`config.mk`:
```
export PLATFORM = sky130hd
export DESIGN_NAME = mux16_rr_scheduler_flat
export DESIGN_NICKNAME = d
export VERILOG_FILES = /design/src/rtl/mux16_rr_scheduler_if.sv /design/src/rtl/mux16_rr_scheduler.sv /design/src/flat_wrapper.sv
export SDC_FILE = /design/constraint.sdc
export NUM_CORES = 1
export LEC_CHECK = 0
export CAP_MARGIN = 20
export CORE_MARGIN = 2
export CORE_UTILIZATION = 50
export CTS_BUF_LIST = sky130_fd_sc_hd__clkbuf_4 sky130_fd_sc_hd__clkbuf_8
export CTS_CLUSTER_SIZE = 20
export DETAILED_ROUTE_END_ITERATION = 8
export PLACE_DENSITY = 0.71
export SLEW_MARGIN = 15
export SYNTH_ARGS = -nofsm -noshare
export SYNTH_HDL_FRONTEND = slang
export SYNTH_SLANG_ARGS = --single-unit
```
`constraint.sdc`:
```
create_clock -name clk -period 5.6 [get_ports clk]
set_input_delay 1.68 -clock clk [delete_from_list [all_inputs] [get_ports clk]]
set_output_delay 1.68 -clock clk [all_outputs]
set_load 0.1 [all_outputs]
```
`src/rtl/mux16_rr_scheduler_if.sv`:
```
// Handshake bundle between the round-robin scheduler and its requesters / 16:1 mux.
// Ports: en, req[15:0], mux_w in; sel[3:0], sel_valid, grant[15:0], data_out, data_valid, busy out.
interface mux16_rr_scheduler_if;
    logic        en;
    logic [15:0] req;
    logic        mux_w;
    logic [3:0]  sel;
    logic        sel_valid;
    logic [15:0] grant;
    logic        data_out;
    logic        data_valid;
    logic        busy;

    modport slave (
        input  en,
        input  req,
        input  mux_w,
        output sel,
        output sel_valid,
        output grant,
        output data_out,
        output data_valid,
        output busy
    );

    modport master (
        output en,
        output req,
        output mux_w,
        input  sel,
        input  sel_valid,
        input  grant,
        input  data_out,
        input  data_valid,
        input  busy
    );
endinterface

```
`src/rtl/mux16_rr_scheduler.sv`:
```
// Round-robin scheduler driving the select of a shared 16:1 bit mux and sampling its output.
// Ports: clk, rst_n (async active-low), bus (slave modport: en/req/mux_w in, sel/grant/data out).
module mux16_rr_scheduler #(
    parameter int HOLD_CYCLES = 2
) (
    input  logic                  clk,
    input  logic                  rst_n,
    mux16_rr_scheduler_if.slave   bus
);
    localparam int CW = $clog2(HOLD_CYCLES + 1);

    localparam logic [1:0] IDLE   = 2'd0;
    localparam logic [1:0] SETTLE = 2'd1;
    localparam logic [1:0] HOLD   = 2'd2;

    logic [1:0]    state;
    logic [3:0]    ptr;
    logic [3:0]    sel_q;
    logic [CW-1:0] cnt;
    logic          dout_q;
    logic          dv_q;

    logic          found;
    logic [3:0]    winner;
    logic [3:0]    idx;
    logic          active;
    logic          req_cur;

    // Scan downward so the lowest offset from ptr is the last match written.
    always_comb begin
        found  = 1'b0;
        winner = ptr;
        idx    = '0;
        for (int k = 15; k >= 0; k--) begin
            idx = ptr + 4'(k);
            if (bus.req[idx]) begin
                found  = 1'b1;
                winner = idx;
            end
        end
    end

    assign active  = (state != IDLE);
    assign req_cur = bus.req[sel_q];

    always_ff @(posedge clk or negedge rst_n) begin
        if (!rst_n) begin
            state  <= IDLE;
            ptr    <= '0;
            sel_q  <= '0;
            cnt    <= '0;
            dout_q <= 1'b0;
            dv_q   <= 1'b0;
        end else begin
            dv_q <= 1'b0;
            unique case (state)
                IDLE: begin
                    if (bus.en && found) begin
                        sel_q <= winner;
                        state <= SETTLE;
                    end
                end
                SETTLE: begin
                    if (!req_cur) begin
                        ptr   <= sel_q + 4'd1;
                        state <= IDLE;
                    end else begin
                        cnt   <= CW'(HOLD_CYCLES - 1);
                        state <= HOLD;
                    end
                end
                HOLD: begin
                    if (!req_cur) begin
                        ptr   <= sel_q + 4'd1;
                        state <= IDLE;
                    end else if (cnt != '0) begin
                        cnt <= cnt - CW'(1);
                    end else begin
                        dout_q <= bus.mux_w;
                        dv_q   <= 1'b1;
                        ptr    <= sel_q + 4'd1;
                        state  <= IDLE;
                    end
                end
                default: state <= IDLE;
            endcase
        end
    end

    always_comb begin
        bus.grant = '0;
        if (active) bus.grant[sel_q] = 1'b1;
    end

    assign bus.sel        = sel_q;
    assign bus.sel_valid  = active;
    assign bus.busy       = active;
    assign bus.data_out   = dout_q;
    assign bus.data_valid = dv_q;
endmodule

```
`src/flat_wrapper.sv`:
```
// flat-port wrapper written by rule: the top's interface ports become plain ports
module mux16_rr_scheduler_flat 
#(
    parameter int HOLD_CYCLES = 2
)
  (clk, rst_n, bus_en, bus_req, bus_mux_w, bus_sel, bus_sel_valid, bus_grant, bus_data_out, bus_data_valid, bus_busy);
  mux16_rr_scheduler_if bus_i ();
  input  logic clk;
  input  logic rst_n;
  input wire logic [$bits(bus_i.en)-1:0] bus_en;
  input wire logic [$bits(bus_i.req)-1:0] bus_req;
  input wire logic [$bits(bus_i.mux_w)-1:0] bus_mux_w;
  output wire logic [$bits(bus_i.sel)-1:0] bus_sel;
  output wire logic [$bits(bus_i.sel_valid)-1:0] bus_sel_valid;
  output wire logic [$bits(bus_i.grant)-1:0] bus_grant;
  output wire logic [$bits(bus_i.data_out)-1:0] bus_data_out;
  output wire logic [$bits(bus_i.data_valid)-1:0] bus_data_valid;
  output wire logic [$bits(bus_i.busy)-1:0] bus_busy;
  assign bus_i.en = bus_en;
  assign bus_i.req = bus_req;
  assign bus_i.mux_w = bus_mux_w;
  assign bus_sel = bus_i.sel;
  assign bus_sel_valid = bus_i.sel_valid;
  assign bus_grant = bus_i.grant;
  assign bus_data_out = bus_i.data_out;
  assign bus_data_valid = bus_i.data_valid;
  assign bus_busy = bus_i.busy;
  mux16_rr_scheduler #(.HOLD_CYCLES(HOLD_CYCLES)) u_core (.clk(clk), .rst_n(rst_n), .bus(bus_i));
endmodule
```
# Word level (Yosys, flattened, before mapping)
# Cells that the tools add are included.
word_totals:
  reg_bits: 14
  input_bits: 20
  output_inout_bits: 24
  elab_cells: 146
classes:
  addsub: 17
  order_cmp: 18
  n_eq_ne: 8
  mux: 85
  n_bitwise: 1
  n_reduce_logical: 11
op_table:
  columns: ["operator", "n"]
  rows:
  - ["$lt A4 B5 Y1 const B", 17]
  - ["$mux W4", 19]
  - ["$bmux W1 S4", 17]
  - ["$mux W1", 37]
  - ["$add A4 B4 Y4 const B", 8]
  - ["$add A4 B3 Y4 const B", 4]
  - ["$mux W16", 1]
  - ["$mux W2", 7]
  - ["$add A4 B1 Y4 const B", 2]
  - ["$add A4 B2 Y4 const B", 2]
  - ["$ne A2 B1 Y1 const B", 4]
  - ["$pmux W4 S2", 1]
  - ["$pmux W2 S3", 1]
  - ["$reduce_and A3 Y1", 2]
  - ["$reduce_bool A2 Y1", 3]
  - ["$demux W1 S4", 1]
  - ["$ge A4 B1 Y1 const B", 1]
  - ["$pmux W2 S2", 1]
  - ["$reduce_and A2 Y1", 2]
  - ["$reduce_and A4 Y1", 1]
  - ["$ne A3 B3 Y1 const B", 1]
  - ["$eq A2 B1 Y1 const B", 1]
  - ["$eq A2 B2 Y1 const B", 1]
  - ["$logic_and A1 B1 Y1", 2]
  - ["4 further kinds", 4]

# Depth between registers and ports, before layout
depth:
  word_depth: 22
  ltp_mapped: 14
  mapped_depth_nobuf: 10

# Least setup slack after synthesis
# Ideal clock, no wire load.
synth_timing:
  path_kind: "register to register"
  startpoint: "register u_core.ptr[1]"
  endpoint: "register u_core.state[0]"
  setup_time_ps: 128
  t_arrival_ps: 4244
  t_required_ps: 5472
  slack_ps: 1229
  stages_incl_launch_ff: 13
  path_buffers: 3
  synth_period_minus_slack_ps: 4371
  cell_sequence: "dfrtp_1 buf_1 inv_1 clkbuf_1 ha_1 buf_1 mux4_2 mux4_2 nand4bb_1 or4_4 o21ai_0 a22oi_1 mux2_1"
synth_between:
  elab_chain_cells: 22
  elab_cells_between_ends: 66
  classes_between: "add/sub (15); eq/ne (1); mux (48); reduce/logical (2)"
synth_lines:
  columns: ["item", "line_no", "text"]
  rows:
  - ["from (decl)", "mux16_rr_scheduler.sv:17", "logic [3:0] ptr;"]
  - ["from (signal assigned)", "mux16_rr_scheduler.sv:65", "ptr <= sel_q + 4'd1;"]
  - ["from (signal assigned)", "mux16_rr_scheduler.sv:74", "ptr <= sel_q + 4'd1;"]
  - ["from (signal assigned)", "mux16_rr_scheduler.sv:81", "ptr <= sel_q + 4'd1;"]
  - ["$add A4 B4 Y4", "mux16_rr_scheduler.sv:35", "idx = ptr + 4'(k);"]
  - ["$bmux W1 S4", "mux16_rr_scheduler.sv:36", "if (bus.req[idx]) begin"]
  - ["$mux W1 (not written as such)", "mux16_rr_scheduler.sv:36", null]
  - ["$mux W1 (15 in series)", "mux16_rr_scheduler.sv:36", null]
  - ["$mux W1 *", "mux16_rr_scheduler.sv:36", null]
  - ["$logic_and A1 B1 Y1 *", "mux16_rr_scheduler.sv:58", "if (bus.en && found) begin"]
  - ["$ne A2 B1 Y1 (no source line) *", null, null]
  - ["$reduce_and A2 Y1 (no source line) *", null, null]
  - ["to (signal assigned)", "mux16_rr_scheduler.sv:60", "state <= SETTLE;"]
  - ["to (signal assigned)", "mux16_rr_scheduler.sv:66", "state <= IDLE;"]
  - ["to (signal assigned)", "mux16_rr_scheduler.sv:69", "state <= HOLD;"]
  - ["to (decl)", "mux16_rr_scheduler.sv:16", "logic [1:0] state;"]
# Mark *: on every way between the ends. The rest lies on a longest branch, timed or not. The select of a mux whose other input is x is not followed.
# A chain may end at the register's enable or synchronous reset.

# Worst setup path after layout
layout_timing:
  startpoint: "input bus_req[2]"
  endpoint: "register u_core.sel_q[1], in the netlist u_core.bus.sel[1]"
layout_between:
  elab_chain_cells: 20
  elab_cells_between_ends: 66
  classes_between: "mux (64); reduce/logical (2)"
layout_lines:
  columns: ["item", "line_no", "text"]
  rows:
  - ["from (decl)", "flat_wrapper.sv:11", "input wire logic [$bits(bus_i.req)-1:0] bus_req;"]
  - ["$bmux W1 S4", "mux16_rr_scheduler.sv:36", null]
  - ["$mux W1 (not written as such)", "mux16_rr_scheduler.sv:36", null]
  - ["$mux W1 (16 in series)", "mux16_rr_scheduler.sv:36", null]
  - ["$logic_and A1 B1 Y1", "mux16_rr_scheduler.sv:58", null]
  - ["$reduce_and A2 Y1 (no source line)", null, null]
  - ["to (signal assigned)", "mux16_rr_scheduler.sv:59", "sel_q <= winner;"]
  - ["to (decl)", "mux16_rr_scheduler.sv:18", "logic [3:0] sel_q;"]
# Parallel ways exist; a longest one is shown, timed or not. The select of a mux whose other input is x is not followed.

==> results.yml <==
critical_path:
  worstReg2RegEnd: "u_core.bus.sel[1]$_DFFE_PN0P_"
  crit_path_frequent_cell: "mux2i_1"
  required_ns: 5.76
  worstPathArrival_ns: 4.98
  r2r_slack_ns: 1.40
  worstSetupStartpointType: "input port"
  crit_path_end_kind: "flip-flop"
  critPathMaxFanout: 10
  slowest_delay_ns: 0.57
  worstPathCellList: "clkdlybuf4s50_1 -> mux4_2 -> mux2i_1 -> mux2i_1 -> or3_1 -> or4_4 -> o211ai_4 -> nor4_2 -> a221oi_2"
  r2r-start: "u_core.ptr[1]$_DFFE_PN0P_"
  reg2regPathDepth: 11
  cp-startpoint: "bus_req[2]"
  crit_path_top_delay_cell: "mux4_2"
  worstSetupPathType: "input port to flip-flop"
worst_hold_path:
  hold_depth: 1
  hold_path_class: "flip-flop to flip-flop"
  min_to: "u_core.state[0]$_DFFE_PN0P_"
  min_from: "u_core.state[0]$_DFFE_PN0P_"
die:
  initial_core_util_pct: 51.5
  num_io_pins: 44
  chipHeight_um: 84.9
  std_cell_rows: 29
  core_region_area_um2: 6350
  chipWidth_um: 84.9
  dieArea_um2: 7210
detailed_routing:
  drt-vias-per-instance: 6.78
  via_count: 3139
  avgRoutedWirePerCell_um: 21.2
  totalWireLength_mm: 9.79
  initialDrtViolationCount: 237
  drtPass1Iterations: 4
  post-route-drc-count: 0
  ant_nets: 0
sta:
  rsz0062_at_grt: "no"
  hold_viol: 0
  finalClockSkew_ns: 0.00409
  slew_headroom_pct: 34.5
  tightestPinTransition_ns: 0.980
  hold_ws_ns: 0.515
  setup_ws_ns: 0.776
  setup-tns-final_ns: 0
  post-route-period-util_pct: 86.1
  final-max-slew-violation-count: 0
  fmax_mhz: 207
  setup_viol: 0
  fin_crit_ns: 4.82
layout:
  layout.nets: 423
  num_antenna_cells: 0
  fillCellCount: 551
  final_util_pct: 60.1
  drive_gt1_share_pct: 17.9
  syn_to_final_growth_pct: 16.5
global_route:
  grt_max_degree: 34
  track_usage_pct: 27.7
  antenna_found_initial: 0
  grt-ovfl-total: 0
  grt_pass1_vias: 3033
  grt_pass1_wl_mm: 15.8
logic_synthesis:
  synth-edff-count: 0
  syn-num-nets: 386
  syn_area_um2: 3270
  ys.flop_type: "dfrtp_1"
  ys_seq_area_share_pct: 10.7
  synthTopCellsByArea: "mux4_2 24%, dfrtp_1 11%, mux2i_1 9.2%"
  synth_top_area_share_pct: 24.1
  avgSynthCellArea_um2: 9.35
  yosysUniqueCellTypes: 61
  yosys_warnings: 0
  synthCells: 350
  synth.largest_area_cell: "mux4_2"
  synth-async-reset-ratio_pct: 100
  synth_seq_cells: 14
placed_design:
  io_buffer_count: 43
  dpl.hpwl_mm: 7.70
  gp_congestion: 0.995
  place_ws_ns: 0.523
cts:
  cts_hold_buf: 0
  ctsHtreeMaxLevel: 1
  clockRootBuffer: "clkbuf_8"
  clock-sinks: 14
  cts_setup_buffers: 0
  cts_buffers: 3
  insertion_delay_ns: 0.25
  cts_tree: "yes"
  clk_pin_slew_worst_paths_ns: 0.06
  cts_buffer_depth: 2
  post_cts_resized: 0
job:
  cap_violations: 0
run_status:
  status: "finished, final reports clean"
## critical path: cells and delay by family
kind	cells	cell delay [ns]
multiplexers	3	1.25
AND/OR/NAND/NOR	3	0.94
AO/OA/AOI/OAI	2	0.58
buffers and inverters	1	0.53
## final cells by class
cell class	instances	area (um^2)	share of cell area, %
repair buffers	52	498	13.1
multi-input cells	296	2740	71.8
inverters	20	75.1	1.97
well taps	77	96.3	2.53
clock buffers	4	55.1	1.44
flip-flops and latches	14	350	9.19
## worst max-delay path by stage
stage / endpoint / slack (ns) / cells past startpoint
6_report: u_core.bus.sel[1]$_DFFE_PN0P_ / 0.78 / 9
3_3_place_gp: u_core.state[0]$_DFFE_PN0P_ / 0.57 / 8
5_1_grt: u_core.bus.sel[1]$_DFFE_PN0P_ / 0.55 / 9
3_5_place_dp: u_core.bus.sel[1]$_DFFE_PN0P_ / 0.52 / 8
2_1_floorplan: u_core.state[0]$_DFFE_PN0P_ / 1.23 / 12
4_1_cts: u_core.state[0]$_DFFE_PN0P_ / 0.79 / 8
## flip-flops by register name (all words and copies together), names as in the netlist
signal and cells:
u_core.bus.sel 4, u_core.ptr 4, u_core.state 2, u_core.cnt 2, u_core.bus.data_valid 1, u_core.bus.data_out 1
## through the flow
step	std cells	cell area, um^2
5_1_grt	463	3810
3_5_place_dp	459	3760
3_3_place_gp	459	3760
4_1_cts	463	3810
6_report	463	3810
2_1_floorplan	350	3270
## cell families (layout without fill, tap and decap cells)
kind of cell               Yosys count  in the layout  share of synthesized area, %
and+or+nand+nor                    104            104                          16.7
xor gates and xnor gates            13             13                          3.48
DFF                                 14             14                          10.7
muxes                               83             83                          40.4
buffers and inverters               40             76                          5.62
adders and majority gates           16             16                          6.12
AOI/OAI and AO/OA                   80             80                          17.0
## cells in the mapped netlist, drive strengths merged, types with 3 or more instances
master,count
inv,18
a21oi,13
o211ai,8
a31oi,3
o21ai,21
nand3,7
mux4,37
nor2,14
nor2b,3
nor3b,3
o31ai,5
and2,17
and3,11
nor3,5
clkbuf,11
nand2b,5
xnor2,11
mux2i,30
nand2,31
ha,16
mux2,16
dfrtp,14
a211oi,6
buf,9
## placed cells by master, fill, tap and decap left out, drive strengths merged, types with 2 or more instances in the layout
master,Yosys,routed
xor2,2,2
dfrtp,14,14
o31ai,5,5
nand2b,5,5
a211o,2,2
o21a,2,2
clkdlybuf4s50,0,43
a221oi,2,2
a21oi,13,13
clkbuf,11,4
clkinv,2,2
a21boi,2,2
nor3,5,5
nand2,31,31
a211oi,6,6
or3,2,2
inv,18,18
and2,17,17
o22ai,2,2
a31oi,3,3
buf,9,9
nor2,14,14
mux4,37,37
and3,11,11
o21ai,21,21
xnor2,11,11
nor2b,3,3
nand3,7,7
nor3b,3,3
ha,16,16
o211ai,8,8
mux2i,30,30
mux2,16,16
o2111ai,2,2
## metal layers
metal  part of all wire [%]  wire length [um]  global-route usage (%)
met3                    7.7               753                    3.02
met4                    2.3               229                    8.66
met5                      0                 0                       0
met2                     49              4780                    46.9
met1                     41              4030                    37.3
Power is left out: the tool's default activity adds up to more than one toggle a clock period on the data nets, which glitch-free logic cannot reach.
